<file path="config.mk">
export PLATFORM = sky130hd
export DESIGN_NAME = trace_commit_buffer
export DESIGN_NICKNAME = d
export VERILOG_FILES = /design/src/rtl/trace_commit_buffer.sv
export SDC_FILE = /design/constraint.sdc
export NUM_CORES = 2
export LEC_CHECK = 0
export CAP_MARGIN = 20
export CORE_UTILIZATION = 61
export DETAILED_ROUTE_END_ITERATION = 10
export GPL_TIMING_DRIVEN = 0
export PLACE_DENSITY_LB_ADDON = 0.3
export SLEW_MARGIN = 20
export SYNTH_ARGS = -nofsm -noshare
export SYNTH_HDL_FRONTEND = slang
export SYNTH_SLANG_ARGS = --single-unit
</file>
<file path="constraint.sdc">
create_clock -name clk_in -period 12.49 [get_ports clk_in]
set_clock_uncertainty 0.05 [all_clocks]
set_input_delay 2.498 -clock clk_in [delete_from_list [all_inputs] [get_ports clk_in]]
set_output_delay 2.498 -clock clk_in [all_outputs]
set_load 0.02 [all_outputs]
</file>
<file path="src/rtl/trace_commit_buffer.sv">
// trace_commit_buffer
// Captures one trace record per instruction retire (rising edge of
// instr_change) holding the retiring PC, IR and the last register-file write
// since the previous retire. Records are queued in a DEPTH-entry FIFO and
// streamed as 4-word packets over a valid/ready interface. Commits that find
// the FIFO full (with no pop on the same edge) are counted in a saturating
// drop counter.
//
// Ports:
//   clk_in, reset           clock, asynchronous active-low reset
//   trace_en                capture enable; disabled commits are ignored
//   instr_change            commit strobe, rising edge marks a retire
//   pc, instr               PC / IR of the retiring instruction
//   rf_we/rf_waddr/rf_wdata register-file write port being tracked
//   out_data/out_valid/out_ready/out_last  packet stream (W0..W3)
//   level                   records currently stored
//   drop_cnt                saturating count of commits lost to a full FIFO
//
// Optional feature: define TRACE_PC_FILTER_EN to add filt_lo/filt_hi; only
// commits with filt_lo <= pc <= filt_hi (unsigned) are captured.
module trace_commit_buffer #(
  parameter int DATA_W  = 32,
  parameter int DEPTH   = 16,
  parameter int RADDR_W = 5,
  parameter int CNT_W   = 16
) (
  input  logic                       clk_in,
  input  logic                       reset,
  input  logic                       trace_en,
  input  logic                       instr_change,
  input  logic [DATA_W-1:0]          pc,
  input  logic [DATA_W-1:0]          instr,
  input  logic                       rf_we,
  input  logic [RADDR_W-1:0]         rf_waddr,
  input  logic [DATA_W-1:0]          rf_wdata,
`ifdef TRACE_PC_FILTER_EN
  input  logic [DATA_W-1:0]          filt_lo,
  input  logic [DATA_W-1:0]          filt_hi,
`endif
  output logic [DATA_W-1:0]          out_data,
  output logic                       out_valid,
  input  logic                       out_ready,
  output logic                       out_last,
  output logic [$clog2(DEPTH):0]     level,
  output logic [CNT_W-1:0]           drop_cnt
);

  localparam int PTR_W = $clog2(DEPTH);
  localparam int LVL_W = PTR_W + 1;
  localparam logic [LVL_W-1:0] FULL_LVL = LVL_W'(DEPTH);

  typedef struct packed {
    logic [DATA_W-1:0]  pc;
    logic [DATA_W-1:0]  instr;
    logic               wb_v;
    logic [RADDR_W-1:0] wb_a;
    logic [DATA_W-1:0]  wb_d;
  } rec_t;

  typedef enum logic [2:0] {S_IDLE, S_W0, S_W1, S_W2, S_W3} state_t;

  logic               chg_q;
  logic               wb_v_q;
  logic [RADDR_W-1:0] wb_a_q;
  logic [DATA_W-1:0]  wb_d_q;
  logic [PTR_W-1:0]   wr_ptr_q, rd_ptr_q;
  logic [LVL_W-1:0]   level_q, level_d;
  logic [CNT_W-1:0]   drop_cnt_q;
  state_t             state_q, state_d;
  rec_t               mem_q [DEPTH];

  logic commit_edge, pc_ok, capture, full, pop, push, drop, rf_hit;
  rec_t head;

  // A retire edge always consumes the tracker; the PC filter only decides
  // whether the record is kept.
  assign commit_edge = instr_change & ~chg_q & trace_en;
`ifdef TRACE_PC_FILTER_EN
  assign pc_ok = (pc >= filt_lo) && (pc <= filt_hi);
`else
  assign pc_ok = 1'b1;
`endif
  assign capture = commit_edge & pc_ok;
  assign rf_hit  = rf_we && (rf_waddr != '0);
  assign full    = (level_q == FULL_LVL);
  assign pop     = (state_q == S_W3) && out_ready;
  assign push    = capture && (!full || pop);
  assign drop    = capture && full && !pop;
  assign head    = mem_q[rd_ptr_q];

  // NOTE: all state uses non-blocking assignments so every register samples
  // the pre-edge values of the others, independent of statement order.
  always_ff @(posedge clk_in or negedge reset) begin
    if (!reset) begin
      chg_q      <= 1'b0;
      wb_v_q     <= 1'b0;
      wb_a_q     <= '0;
      wb_d_q     <= '0;
      wr_ptr_q   <= '0;
      rd_ptr_q   <= '0;
      level_q    <= '0;
      drop_cnt_q <= '0;
      state_q    <= S_IDLE;
    end else begin
      chg_q   <= instr_change;
      level_q <= level_d;
      state_q <= state_d;
      // A write on the commit edge lands in the freshly cleared tracker.
      if (commit_edge) begin
        wb_v_q <= rf_hit;
        wb_a_q <= rf_hit ? rf_waddr : '0;
        wb_d_q <= rf_hit ? rf_wdata : '0;
      end else if (rf_hit) begin
        wb_v_q <= 1'b1;
        wb_a_q <= rf_waddr;
        wb_d_q <= rf_wdata;
      end
      if (push) wr_ptr_q <= wr_ptr_q + 1'b1;
      if (pop)  rd_ptr_q <= rd_ptr_q + 1'b1;
      if (drop && (drop_cnt_q != '1)) drop_cnt_q <= drop_cnt_q + 1'b1;
    end
  end

  // NOTE: record storage has no reset; level/pointers alone define which
  // entries are valid, so clearing the array would only cost logic.
  always_ff @(posedge clk_in) begin
    if (push) mem_q[wr_ptr_q] <= '{pc: pc, instr: instr, wb_v: wb_v_q,
                                   wb_a: wb_a_q, wb_d: wb_d_q};
  end

  always_comb begin
    level_d = level_q;
    case ({push, pop})
      2'b10:   level_d = level_q + 1'b1;
      2'b01:   level_d = level_q - 1'b1;
      default: level_d = level_q;
    endcase
  end

  // NOTE: every combinational output gets a default first so no path
  // through the case statement can infer a latch.
  always_comb begin
    state_d   = state_q;
    out_valid = 1'b0;
    out_last  = 1'b0;
    out_data  = '0;
    case (state_q)
      S_IDLE: if (level_q != '0) state_d = S_W0;
      S_W0: begin
        out_valid = 1'b1;
        out_data  = head.pc;
        if (out_ready) state_d = S_W1;
      end
      S_W1: begin
        out_valid = 1'b1;
        out_data  = head.instr;
        if (out_ready) state_d = S_W2;
      end
      S_W2: begin
        out_valid                = 1'b1;
        out_data[DATA_W-1]       = head.wb_v;
        out_data[RADDR_W-1:0]    = head.wb_a;
        if (out_ready) state_d = S_W3;
      end
      S_W3: begin
        out_valid = 1'b1;
        out_last  = 1'b1;
        out_data  = head.wb_d;
        // level_q still counts the record being popped here.
        if (out_ready) state_d = (level_q > LVL_W'(1)) ? S_W0 : S_IDLE;
      end
      default: state_d = S_IDLE;
    endcase
  end

  assign level    = level_q;
  assign drop_cnt = drop_cnt_q;

endmodule

</file>
==> out/qor.yml <==
worstSkewPairLatency_ps: 780
placementRows: 119
syn_nets: 3190
die-area_mm2: 0.109
synth_top_area_cell: "edfxtp_1"
clock_path_buffers: 3
core-area_mm2: 0.106
synth-main-ff-cell: "edfxtp_1"
postCtsSetupRepairBufs: 0
arrival_ps: 5690
ant_nets: 0
vias: 35500
multiInputGateArea_mm2: 0.0139
hold-path-cell-count: 1
yosys.cell_count.top_type: "edfxtp_1"
hold_violations: 0
placed_cells: 4774
firstDrtPassIters: 6
synth_cell_types: 57
outcome: "finished, final reports clean"
postSynthAreaPerCell_um2: 21.3
synth-warning-count: 0
place.gp.congestion: 0.867
wl_mm: 180
drc: 0
finalSetupViolations: 0
area_growth_pct: 17.0
start_util_pct: 61.9
grt_overflow: 0
regArea_mm2: 0.0508
cts_resized: 0
clockRootBuffer: "clkbuf_16"
cts_tree: "built"
fin_cells: 5080
slew_viol_final: 0
synth_cells: 3072
yosys-top-cells-area: "edfxtp_1 75%, mux4_2 11%, mux2i_1 4.3%"
syn_area_mm2: 0.0655
grt_max_degree: 45
synth_edf_count: 1632
hp-class: "reg -> reg"
cp_max_fo: 10
antenna_found_initial: 19
io_buffers: 160
fin_util_pct: 72.4
wire_per_inst_um: 35.5
cts_buffers: 163
max_freq_mhz: 121
clock_sinks: 1703
grt_pass1_vias: 35500
layout_setup_ws_ps: 4250
htreeDepth: 4
worstSetupPathType: "reg -> out"
worstMarginPinSlew_ps: 1260
cts_hold_buf: 0
finalNetCount: 3666
ys_seq_area_share_pct: 77.5
die_w_um: 330
dieHeight_um: 330
p_leak_uw: 0.0247
drive_gt1_share_pct: 22.6
worst_setup_path_end_kind: "primary output"
fill_cells: 5714
gr-usage-all-layers_pct: 33.7
r2r_cells: 11
slew_headroom_pct: 15.9
clkSlewWorstSetupHoldPaths_ps: 70
min_period_over_period_pct: 66.0
ir_drop_mv: 0.177
synth.ff_latch_count: 1703
hpwl_mm: 120
ioPinCount: 162
drtIter0Drc: 5767
maxCapViolCount: 0
synth_top_area_share_pct: 74.8
power_density_mw_per_mm2: 199
crit_path_start_kind: "flop"
routed_via_density: 6.98
pre_cts_ws_ps: 5390
grt_pass1_wl_mm: 254
period_needed_ps: 8240
rsz0062_at_grt: "no"
synth_commonest_cells: "1632 x edfxtp_1, 328 x mux4_2, 282 x mux2i_1"
cp.required_ps: 9940
async_flop_share_pct: 4.17
## metal layers
metal  wire length, µm  vias up  track usage [%]
li1                  -    13800                -
met1             61000    18100             44.9
met2             86600     2935             53.0
met3             23700      560             8.60
met4              8920       16             15.6
met5               107        -                0
## layout make-up
class,count,area share (%)
well taps,1391,2.27
plain buffers,172,1.15
clock inverters,95,1.10
clock buffers,206,5.68
inverters,12,0.0588
flip-flops and latches,1703,66.3
diodes,5,0.0163
multi-input cells,1185,18.2
repair buffers,311,5.32
## worst max-delay path: stages, from the launching register on
cell and delay (ps):
dfrtp_1 530, buf_2 460, buf_2 470, clkbuf_1 640, mux4_2 420, mux2i_1 460, o221ai_1 710, or3_1 620
clkdlybuf4s50_1 570
## flip-flops by register name, indices dropped and copies added (netlist names)
register  cells
wb_a_q        5
rd_ptr_q      4
drop_cnt     16
chg_q         1
wr_ptr_q      4
state_q       3
mem_q      1632
wb_v_q        1
level         5
wb_d_q       32
## per-stage QoR
| stage | setup TNS, ps | power (µW) | instance area, µm² | hold WS, ps |
|---|---|---|---|---|
| 4_1_cts | 0 | 15300 | 76600 | 443 |
| 3_5_place_dp | 0 | 10500 | 71400 | 435 |
| 2_1_floorplan | 0 | 9050 | 65500 | 523 |
| 6_report | 0 | 15300 | 76700 | 439 |
| 5_1_grt | 0 | 15700 | 76600 | 464 |
| 3_3_place_gp | -6164220 | 10400 | 68800 | 424 |
## cells in the final DEF (no fill, tap or decap), drive strengths merged, types with 4 or more instances in the layout
cell type / instances
a21oi: 15
a221oi: 53
a22oi: 44
a32oi: 4
a41oi: 6
and2: 4
buf: 254
bufinv: 8
clkbuf: 276
clkdlybuf4s50: 159
clkinv: 75
clkinvlp: 6
dfrtp: 71
diode: 5
edfxtp: 1632
ha: 11
inv: 18
mux2: 6
mux2i: 282
mux4: 328
nand2: 116
nand2b: 6
nand3: 55
nand4: 10
nor2: 46
nor2b: 4
nor3: 15
o211ai: 5
o21ai: 30
o221ai: 22
o22ai: 33
or3: 25
xnor2: 22
xor2: 4
## worst paths after layout
kind                              start           end  slack, ps
setup reg to reg               level[0]  mem_q[3][67]       7900
max in group asynchronous         reset    wb_d_q[15]      10080
min in group asynchronous         reset  drop_cnt[11]       1630
hold / removal             drop_cnt[10]  drop_cnt[10]        440
hold reg to reg            drop_cnt[10]  drop_cnt[10]        440
setup / recovery            rd_ptr_q[1]  out_data[22]       4250
## power by group
group          internal, µW  switching (µW)  leakage (µW)
registers              6450             114        0.0156
logic                  1640            2280       0.00656
clock network          2660            2140       0.00253
total                 10700            4530        0.0247
## cells by family after synthesis
family	synth area share, %
AOI/OAI and AO/OA	2.58
adders and majority gates	0.210
buffers and inverters	1.40
and+or+nand+nor	2.23
muxes	15.7
DFF	77.5
xor gates and xnor gates	0.348
(Power assumes the default switching activity.)
